--- src/rtl/imem_loader_pkg.sv ---
// Shared definitions for the instruction-memory loader: FSM encoding and word geometry.
package imem_loader_pkg;

    localparam int WORD_BYTES = 4;

    typedef enum logic [2:0] {
        ST_IDLE  = 3'd0,
        ST_LEN   = 3'd1,
        ST_DATA  = 3'd2,
        ST_DONE  = 3'd3,
        ST_ERROR = 3'd4
    } state_t;

endpackage

--- src/rtl/imem_loader_byte_packer.sv ---
// 8->32 little-endian byte packer; used for both the length header and program words.
module imem_loader_byte_packer
    import imem_loader_pkg::*;
(
    input  logic        clk,
    input  logic        rst,
    input  logic        clear,
    input  logic        accept,
    input  logic [7:0]  byte_in,
    output logic [31:0] word,
    output logic        word_valid
);

    logic [1:0]  byte_cnt;
    logic [31:0] shreg;

    // Bytes shift in from the top so the first byte ends up in [7:0] after four shifts.
    always_ff @(posedge clk or posedge rst) begin
        if (rst) begin
            byte_cnt <= 2'd0;
            shreg    <= 32'd0;
        end else begin
            if (clear) begin
                byte_cnt <= 2'd0;
            end else if (accept) begin
                byte_cnt <= byte_cnt + 2'd1;
            end
            if (accept) begin
                shreg <= {byte_in, shreg[31:8]};
            end
        end
    end

    // The complete word is presented combinationally in the same cycle as its 4th byte.
    assign word       = {byte_in, shreg[31:8]};
    assign word_valid = accept && (byte_cnt == 2'(WORD_BYTES - 1));

endmodule

--- src/rtl/imem_loader.sv ---
// Program loader: parses a length-prefixed byte stream, writes words to instruction
// memory and keeps the CPU in reset until the whole program is in place.
module imem_loader
    import imem_loader_pkg::*;
#(
    parameter int          ADDR_WIDTH = 10,
    parameter logic [31:0] BASE_ADDR  = 32'h0000_0000
) (
    input  logic        clk,
    input  logic        rst,
    input  logic        start,
    input  logic        in_valid,
    input  logic [7:0]  in_data,
    output logic        in_ready,
    output logic        imem_we,
    output logic [31:0] imem_addr,
    output logic [31:0] imem_wdata,
    output logic        cpu_rst,
    output logic        busy,
    output logic        done,
    output logic        error
);

    localparam logic [32:0] MAX_WORDS = 33'd1 << ADDR_WIDTH;

    state_t              state;
    state_t              state_nxt;
    logic                accept;
    logic                honour_start;
    logic                word_valid;
    logic [31:0]         word;
    logic                data_word;
    logic [31:0]         len;
    logic [ADDR_WIDTH:0] word_idx;
    logic [31:0]         idx_ext;
    logic                last_word;
    logic                len_oversize;

    imem_loader_byte_packer u_packer (
        .clk        (clk),
        .rst        (rst),
        .clear      (honour_start),
        .accept     (accept),
        .byte_in    (in_data),
        .word       (word),
        .word_valid (word_valid)
    );

    assign in_ready     = (state == ST_LEN) || (state == ST_DATA);
    assign accept       = in_valid && in_ready;
    assign honour_start = start && ((state == ST_IDLE) || (state == ST_DONE) ||
                                    (state == ST_ERROR));
    assign data_word    = word_valid && (state == ST_DATA);

    assign idx_ext      = 32'(word_idx);
    assign last_word    = (idx_ext + 32'd1) == len;
    // 33-bit compare so a header of 0xFFFF_FFFF cannot alias to a legal size.
    assign len_oversize = {1'b0, word} > MAX_WORDS;

    // State register.
    always_ff @(posedge clk or posedge rst) begin
        if (rst) begin
            state <= ST_IDLE;
        end else begin
            state <= state_nxt;
        end
    end

    // Next-state logic; DATA leaves for DONE on the edge that accepts the last byte.
    always_comb begin
        state_nxt = state;
        case (state)
            ST_IDLE: begin
                if (start) state_nxt = ST_LEN;
            end
            ST_LEN: begin
                if (word_valid) begin
                    if (word == 32'd0)     state_nxt = ST_DONE;
                    else if (len_oversize) state_nxt = ST_ERROR;
                    else                   state_nxt = ST_DATA;
                end
            end
            ST_DATA: begin
                if (data_word && last_word) state_nxt = ST_DONE;
            end
            ST_DONE, ST_ERROR: begin
                if (start) state_nxt = ST_LEN;
            end
            default: state_nxt = ST_IDLE;
        endcase
    end

    // Length capture, word counter and the registered one-cycle memory write.
    always_ff @(posedge clk or posedge rst) begin
        if (rst) begin
            len        <= 32'd0;
            word_idx   <= '0;
            imem_we    <= 1'b0;
            imem_addr  <= 32'd0;
            imem_wdata <= 32'd0;
        end else begin
            imem_we <= data_word;
            if (honour_start) begin
                word_idx <= '0;
            end
            if ((state == ST_LEN) && word_valid) begin
                len <= word;
            end
            if (data_word) begin
                imem_addr  <= BASE_ADDR + (idx_ext << 2);
                imem_wdata <= word;
                word_idx   <= word_idx + 1'b1;
            end
        end
    end

    // The CPU is released only once DONE is reached and no write is still in flight.
    assign cpu_rst = !((state == ST_DONE) && !imem_we);
    assign busy    = in_ready;
    assign done    = (state == ST_DONE);
    assign error   = (state == ST_ERROR);

endmodule

--- config.mk ---
export PLATFORM = sky130hd
export DESIGN_NAME = imem_loader
export DESIGN_NICKNAME = d
export VERILOG_FILES = /design/src/rtl/imem_loader_pkg.sv /design/src/rtl/imem_loader_byte_packer.sv /design/src/rtl/imem_loader.sv
export SDC_FILE = /design/constraint.sdc
export NUM_CORES = 1
export LEC_CHECK = 0
export CAP_MARGIN = 10
export CORE_AREA = 4 4 111 113
export CTS_CLUSTER_SIZE = 12
export DETAILED_ROUTE_END_ITERATION = 8
export DIE_AREA = 0 0 115 117
export PLACE_DENSITY = 0.75
export SLEW_MARGIN = 25
export SYNTH_ARGS = -nofsm -noshare
export SYNTH_HDL_FRONTEND = slang
export SYNTH_HIERARCHICAL = 1
export SYNTH_SLANG_ARGS = --single-unit
--- constraint.sdc ---
create_clock -name clk -period 2.83 [get_ports clk]
set_input_delay 0.566 -clock clk [delete_from_list [all_inputs] [get_ports clk]]
set_output_delay 0.566 -clock clk [all_outputs]
set_load 0.02 [all_outputs]
=== Yosys cells after proc, flatten, opt, wreduce, memory -nomap -nowiden ===
Index checks and enable logic that the tools add are counted.

* Bits in registers: 124
* Input bits: 12
* Output and inout port bits: 70

* $add $sub $neg: 3
* Order comparisons: 1
* Eq/ne operators: 9
* Mux-type cells: 10
* Reductions and logical operators: 18

{| class="wikitable"
|+ Operators with widths
! cell !! count
|-
| == test 12 x 32 -> 1 bit || 1
|-
| > comparator 32 x 11 -> 1 bit (second input constant) || 1
|-
| logical NOT 32 bit || 1
|-
| 2-to-1 mux 11 bit || 2
|-
| 2-to-1 mux 3 bit || 5
|-
| adder 11 x 1 -> 12 bit (second input constant) || 1
|-
| adder 11 x 1 -> 11 bit (second input constant) || 1
|-
| one-hot mux 3 bit (3 select lines) || 1
|-
| logical AND 1 bit || 7
|-
| == test 3 x 2 -> 1 bit (second input constant) || 2
|-
| 2-to-1 mux 2 bit || 2
|-
| != test 2 x 1 -> 1 bit (second input constant) || 2
|-
| nonzero test 2 bit || 2
|-
| == test 3 x 1 -> 1 bit (second input constant) || 1
|-
| == test 3 bit (second input constant) || 1
|-
| logical NOT 3 bit || 1
|-
| logical OR 1 bit || 3
|-
| AND reduction 3 bit || 1
|-
| OR reduction 3 bit || 1
|-
| adder 2 x 1 -> 2 bit (second input constant) || 1
|-
| == test 2 bit (second input constant) || 1
|-
| logical NOT 1 bit || 2
|-
| != test 2 bit (second input constant) || 1
|}

=== Depth between registers and ports, before layout ===
Gate-level depths: netlist of the first run.

* Word-level depth: 8
* Mapped depth: 13
* Mapped depth without buffers: 9

=== By module ===
Netlist of the first run, hierarchy kept.

{| class="wikitable"
|+ Modules (own cells, without submodules)
! module !! times used !! cells each !! area an instance (um^2)
|-
| imem_loader || 1 || 442 || 4260.3
|-
| imem_loader_byte_packer || 1 || 68 || 1144.8
|}

=== Worst setup path after synthesis of the first run ===
OpenSTA, ideal clock, no wires.

* Path kind: register to register
* Start: register state[0]
* End: register state[0]
* Library setup time: 0.078 ns
* Arrival time: 3.069 ns
* Data required time: 2.752 ns
* Path slack: -0.317 ns
* Stages on the path, launching flop included: 13
* Period minus slack after synthesis: 3.147 ns
* Cell sequence: dfrtp_1 clkbuf_1 xnor2_1 nor2_1 and2_1 buf_6 buf_12 and2_1 nor4b_1 nand4_1 or4_1 or4_1 a21oi_1

* Cells in the longest elaborated chain, start to end: 8

{| class="wikitable"
|+ Ends and longest elaborated chain
! element !! RTL line !! source
|-
| start: declaration || imem_loader.sv:26 || <nowiki>state_t state;</nowiki>
|-
| start signal: assignment || imem_loader.sv:65 || <nowiki>state <= state_nxt;</nowiki>
|-
| == test 3 x 1 -> 1 bit / == test 3 x 2 -> 1 bit (equally long branches) || imem_loader.sv:49 || <nowiki>assign in_ready = (state == ST_LEN) || (state == ST_DATA);</nowiki>
|-
| logical OR 1 bit * || imem_loader.sv:49 ||
|-
| via busy || imem_loader.sv:19 || <nowiki>output logic busy,</nowiki>
|-
| logical AND 1 bit * || imem_loader.sv:50 || <nowiki>assign accept = in_valid && in_ready;</nowiki>
|-
| via accept || imem_loader.sv:28 || <nowiki>logic accept;</nowiki>
|-
| logical AND 1 bit * || imem_loader_byte_packer.sv:36 || <nowiki>assign word_valid = accept && (byte_cnt == 2'(WORD_BYTES - 1));</nowiki>
|-
| via word_valid || imem_loader.sv:30 || <nowiki>logic word_valid;</nowiki>
|-
| logical AND 1 bit || imem_loader.sv:53 || <nowiki>assign data_word = word_valid && (state == ST_DATA);</nowiki>
|-
| logical AND 1 bit || imem_loader.sv:84 || <nowiki>if (data_word && last_word) state_nxt = ST_DONE;</nowiki>
|-
| != test 2 x 1 -> 1 bit (no source line) || -- ||
|-
| AND reduction 3 bit (no source line) * || -- ||
|}

The timed path passes the listed nets; every way through them passes the cells marked *.
A chain may end at the register's enable or synchronous reset.

=== Worst setup path in the final report of the first run ===
* Start: register state[1]
* End: output done

* Cells in the longest elaborated chain, start to end: 1

{| class="wikitable"
|+ Ends and longest elaborated chain
! element !! RTL line !! source
|-
| == test 3 x 2 -> 1 bit || imem_loader.sv:120 || <nowiki>assign done = (state == ST_DONE);</nowiki>
|-
| end: declaration || imem_loader.sv:20 || <nowiki>output logic done,</nowiki>
|}

Every way passes these cells.

==> impl_metrics.tcl, run 1 <==
set metrics [dict create \
    status "complete, no violations" \
    pwr_density_cell_mw_per_mm2 888 \
    synthTopCellsByArea "dfrtp_1, nand2_1, mux2_2, mux2_4, buf_4" \
    finalSetupTns_ns 0 \
    cp_cell_sequence "buf_4 > inv_1 > nor3_2 > clkdlybuf4s50_1" \
    synth_top_area_share_pct 53.7 \
    r2r-start "state[1]$_DFFE_PP0P_" \
    die_w_microns 115 \
    die_h_microns 117 \
    drc 0 \
    start_util_pct 47.7 \
    required_ns 2.26 \
    num-fill-cells 942 \
    cts_root_buffer "clkbuf_16" \
    rows 39 \
    coreArea_sq_mm 0.0113 \
    synth_area_sq_mm 0.00541 \
    synth.mux.area_fraction_pct 13.2 \
    synth_fa_ha_area_share_pct 0.463 \
    hold_viol_final 0 \
    p_leak_nw 3.11 \
    total_power_mw 5.92 \
    final_cell_mix "nand2_1, dfrtp_1, clkdlybuf4s50_1" \
    area_growth_pct 23.4 \
    synth.distinct_cells 49 \
    viasPerCell 5.29 \
    routed_wl_microns 11800 \
    cts_tree "yes" \
    cpPeakStageDelay_ns 0.68 \
    place.gp.congestion 0.872 \
    fin_skew_ns 0.00530 \
    routedWlPerCell_microns 16.4 \
    synthSimpleGateAreaFrac_pct 17.0 \
    dr.pass1.iters 4 \
    met3_usage_pct 5.60 \
    ys_ff_latch 116 \
    grt_overflow 0 \
    fin_crit_ns 2.59 \
    synth_xor_xnor_area_share_pct 2.89 \
    path_max_fanout 5 \
    max_freq_ghz 0.386 \
    multiInputGateArea_sq_mm 0.00220 \
    yosys.area.top_type "dfrtp_1" \
    synthCells 510 \
    post_cts_buffers 0 \
    worst_slew_pin_slew_ns 0.658 \
    cts_buffers 17 \
    final_nets 580 \
    reg2reg_to "state[0]$_DFFE_PP0P_" \
    crit_path_end "done" \
    h-tree-depth 4 \
    ys_dominant_reg_cell "dfrtp_1" \
    antenna_found_initial 0 \
    crit_type "reg2out" \
    clock-sinks 116 \
    hold_ws_ns 0.469 \
    final_util_pct 58.9 \
    drive_gt1_share_pct 19.0 \
    grt_use_met2_pct 32.0 \
    placed_area_sq_mm 0.00606 \
    stdcell_area_sq_mm 0.00667 \
    ys_seq_area_share_pct 53.7 \
    cap_violations 0 \
    drv_slew 0 \
    grtUsageTotal_pct 19.3 \
    io_pins 82 \
    hpwl_microns 8200 \
    relSlewSlack_pct 56.0 \
    use_met1_pct 24.3 \
    rsz0062_at_grt "no" \
    path_clk_slew_ns 0.05 \
    avgSynthCellArea_sq_um 10.6 \
    via_count 3812 \
    cp-end-kind "output port" \
    slowest_stage "clkdlybuf4s50_1" \
    vdd_drop_max_mv 0.507 \
    antenna_left 0 \
    mostFrequentLayoutCell "nand2_1" \
    arrival_ns 2.03 \
    synth_edf_count 0 \
    final.period_utilization_pct 91.6 \
    dieArea_sq_mm 0.0135 \
    num_antenna_cells 0 \
    grt_pass1_vias 3991 \
    synth_compound_area_share_pct 5.19 \
    ys_async_sr_fraction_pct 100 \
    synth_top_family_by_area "simple AND/OR/NAND/NOR gates" \
    rrSetupSlack_ns 0.27 \
    start_kind "flip-flop" \
    grt_first_pass_wirelength_microns 20200 \
    grt_max_degree 58 \
    crit_start "state[1]$_DFFE_PP0P_" \
    rr_worst_depth 9 \
    io_buffer_count 60 \
    clockBufferDepth 2 \
    setup_viol 0 \
    yosys_warnings 6 \
    grt.busiest_layer "met2" \
    min-delay-path-class "reg2reg" \
    seqCellArea_sq_mm 0.00290 \
    insertion_delay_ns 0.41 \
    drtIter0Drc 200 \
]
-- cell families (layout without fill, tap and decap cells) --
kind of cell / count (synthesis) / in the layout
and+or+nand+nor: 210 / 210
DFF: 116 / 116
buffers and inverters: 63 / 111
muxes: 58 / 58
AOI/OAI and AO/OA: 43 / 43
xor gates and xnor gates: 17 / 17
adders and majority gates: 2 / 2
other: 1 / 21
-- synthesized netlist by cell type (2+ instances only) --
master / n
ha_1: 2
nand3_1: 7
and3_1: 3
inv_1: 7
buf_12: 2
mux2_2: 39
and4_1: 2
buf_2: 7
nor4_1: 12
a21oi_1: 6
xor2_1: 6
or4_1: 3
xnor2_1: 10
clkbuf_1: 14
nor3_1: 7
o21ai_0: 18
nand4_1: 6
buf_4: 31
mux2_4: 17
nand2_1: 142
o31ai_1: 5
dfrtp_1: 116
mux2i_1: 2
nand2b_1: 2
nor2_1: 19
and2_1: 2
-- stage by stage --
step                      setup slack, ns  instances
after floorplan                   -0.0695        530
after global placement             0.0758        690
after detailed placement          -0.0258        690
after CTS                          0.0417        721
after global routing                0.153        721
final                               0.238        721
-- where the power goes --
group	internal, mW	total, mW	switching (mW)
registers	2.09	2.55	0.459
logic	0.713	1.21	0.497
clock network	1.44	2.16	0.723
total	4.24	5.92	1.68
-- routing by layer --
metal	vias to the layer above	wire, microns
met1	1893	5130
met4	0	218
met2	109	5870
met3	21	584
li1	1789	-
met5	-	0
-- flip-flops by register name (all words and copies together) (netlist names) --
register           flops
imem_wdata            32
len                   32
u_packer/shreg        24
imem_addr             11
word_idx              11
state                  3
u_packer/byte_cnt      2
imem_we                1
-- worst max-delay path, delay by kind of cell (launching register included) --
family                 cells  cell delay, ns
and+or+nand+nor            1            0.34
buffers and inverters      3            0.91
DFF                        1            0.37
-- layout make-up --
type,count,share of cell area [%]
Timing Repair Buffer,73,11.4
Inverter,7,0.450
Clock buffer,21,7.05
Tap cell,143,2.68
Multi-Input combinational cell,351,32.9
Sequential cell,116,43.5
Clock inverter,10,1.95
-- how the worst min path moves through the flow --
stage	from	end	slack, ns	depth (start not counted)
finish	imem_addr[7]$_DFFE_PP0P_	imem_addr[7]$_DFFE_PP0P_	0.47	2
global route	imem_wdata[0]$_DFFE_PP0P_	imem_wdata[0]$_DFFE_PP0P_	0.50	2
CTS	imem_wdata[22]$_DFFE_PP0P_	imem_wdata[22]$_DFFE_PP0P_	0.47	2
detailed placement	imem_wdata[22]$_DFFE_PP0P_	imem_wdata[22]$_DFFE_PP0P_	0.46	2
global placement	imem_addr[11]$_DFFE_PP0P_	imem_addr[11]$_DFFE_PP0P_	0.46	2
floorplan	u_packer/shreg[8]$_DFFE_PP0P_	imem_wdata[0]$_DFFE_PP0P_	0.48	2
-- what timing repair did --
action	4_1_cts	5_1_grt
resized for setup	0	1
endpoints found under the setup margin	0	2
hold buffers	0	0
No activity file was read; power rests on OpenSTA's default activity.
==> run 2: changes to the inputs <==
--- a/config.mk
+++ b/config.mk
@@ -6,10 +6,10 @@
 export NUM_CORES = 1
 export LEC_CHECK = 0
 export CAP_MARGIN = 10
-export CORE_AREA = 4 4 111 113
+export CORE_AREA = 2 2 109 111
 export CTS_CLUSTER_SIZE = 12
 export DETAILED_ROUTE_END_ITERATION = 8
-export DIE_AREA = 0 0 115 117
+export DIE_AREA = 0 0 111 113
 export PLACE_DENSITY = 0.75
 export SLEW_MARGIN = 25
 export SYNTH_ARGS = -nofsm -noshare
==> impl_metrics.tcl, run 2 (synthesized netlist as in run 1, its figures left out) <==
set metrics [dict create \
    max_freq_ghz 0.360 \
    multiInputGateArea_sq_mm 0.00219 \
    top_regs "imem_wdata: 32 flops, len: 32 flops, u_packer/shreg: 24 flops" \
    drive_gt1_share_pct 19.2 \
    placed_area_sq_mm 0.00605 \
    r2r-start "state[1]$_DFFE_PP0P_" \
    h-tree-depth 4 \
    path_clk_slew_ns 0.05 \
    critPathTopFamily "buffers and inverters" \
    final_nets 580 \
    start_kind "flip-flop" \
    io_pins 82 \
    die_h_microns 113 \
    cts_buffers 17 \
    hold_path_depth 2 \
    required_ns 2.26 \
    routedWlPerCell_microns 16.4 \
    rsz0062_at_grt "no" \
    mostFrequentLayoutCell "nand2_1" \
    crit_buf_inv 2 \
    cpPeakStageDelay_ns 0.71 \
    status "complete, no violations" \
    hpwl_microns 8120 \
    cts_tree "yes" \
    cts_root_buffer "clkbuf_16" \
    cap_violations 0 \
    setup_viol 0 \
    routed_wl_microns 11800 \
    crit_type "reg2out" \
    area_growth_pct 23.5 \
    final_util_pct 59.2 \
    viasPerCell 5.33 \
    insertion_delay_ns 0.41 \
    min-delay-path-class "reg2reg" \
    cp_cell_sequence "inv_1 > nor3_1 > clkdlybuf4s50_1" \
    hold_buffers 0 \
    final_cell_mix "nand2_1, dfrtp_1, clkdlybuf4s50_1" \
    arrival_ns 2.21 \
    p_leak_nw 3.12 \
    instances_no_fill 722 \
    antenna_left 0 \
    hold_viol_final 0 \
    detailedPlace.worstSlack_ns 0.00430 \
    finalWorstSetupSlack_ns 0.0493 \
    fin_skew_ns 0.00516 \
    grt_max_degree 58 \
    worst_slew_pin_slew_ns 0.642 \
    whs_endpoint "imem_addr[9]$_DFFE_PP0P_" \
    drv_slew 0 \
    relSlewSlack_pct 57.0 \
    dr.pass1.iters 5 \
    io_buffer_count 60 \
    hold_start "imem_addr[9]$_DFFE_PP0P_" \
    reg2reg_to "state[0]$_DFFE_PP0P_" \
    antenna_found_initial 0 \
    seqCellArea_sq_mm 0.00290 \
    vdd_drop_max_mv 0.457 \
    final.period_utilization_pct 98.3 \
    dp_cells 690 \
    cp-end-kind "output port" \
    grt_first_pass_wirelength_microns 19800 \
    via_count 3850 \
    grtUsageTotal_pct 20.0 \
    post_cts_buffers 0 \
    coreArea_sq_mm 0.0113 \
    die_w_microns 111 \
    clockBufferDepth 2 \
    ctsResizeCount 0 \
    rr_worst_depth 9 \
    pwr_density_cell_mw_per_mm2 902 \
    rows 39 \
    stdcell_area_sq_mm 0.00668 \
    clock-sinks 116 \
    start_util_pct 48.0 \
    path_max_fanout 6 \
    num_antenna_cells 0 \
    num-fill-cells 919 \
    drtIter0Drc 248 \
    slowest_stage "clkdlybuf4s50_1" \
    grt_pass1_vias 3849 \
    drc 0 \
    place.gp.congestion 0.884 \
    fin_crit_ns 2.78 \
    dieArea_sq_mm 0.0125 \
    grt_overflow 0 \
    rrSetupSlack_ns 0.12 \
]
run 2: metal layers:
layer,share of wire [%],GRT usage [%],up-vias
met1,44,26.4,1909
met3,4.3,5.52,27
li1,-,-,1783
met5,0,0,-
met4,2.2,7.25,0
met2,49,32.0,131
run 2: layout make-up:
class	instances	area share, %
sequential	116	43.5
multi-input combinational	351	32.8
timing repair buffer	73	11.2
clock buffer	18	6.58
clock inverter	14	2.77
tap	143	2.68
inverter	7	0.450
run 2: worst register-to-register path, cell delays in order, from the launching register on:
cell and delay [ns]:
dfrtp_1 0.45, xnor2_1 0.19, nor2_2 0.21, and2_1 0.21, and2_4 0.15, nor4b_2 0.19
nand4_1 0.11, or4_1 0.53, or4_1 0.42, a21oi_1 0.18
run 2: stage by stage:
step                      setup TNS [ns]  hold WS [ns]  total power [mW]
after floorplan                  -0.0695         0.478              3.44
after global placement                 0         0.460              3.71
after detailed placement               0         0.462              3.79
after CTS                              0         0.478              6.06
after global routing                   0         0.500              6.28
final                                  0         0.471              6.02
run 2: report_power, final:
| part | total [mW] | switching [mW] | leakage (nW) | internal (mW) |
|---|---|---|---|---|
| Sequential | 2.56 | 0.469 | 1.51 | 2.09 |
| Combinational | 1.22 | 0.506 | 1.30 | 0.713 |
| Clock | 2.24 | 0.757 | 0.301 | 1.49 |
run 2: worst max-delay path by stage:
stage,startpoint,end,slack (ns),cells after the start
after floorplan,state[1]$_DFFE_PP0P_,state[0]$_DFFE_PP0P_,-0.07,12
after global placement,in_valid,state[0]$_DFFE_PP0P_,0.09,8
after detailed placement,in_valid,state[0]$_DFFE_PP0P_,0.004,8
after CTS,state[1]$_DFFE_PP0P_,done,0.06,3
after global routing,state[1]$_DFFE_PP0P_,done,0.002,3
final,state[1]$_DFFE_PP0P_,done,0.05,3
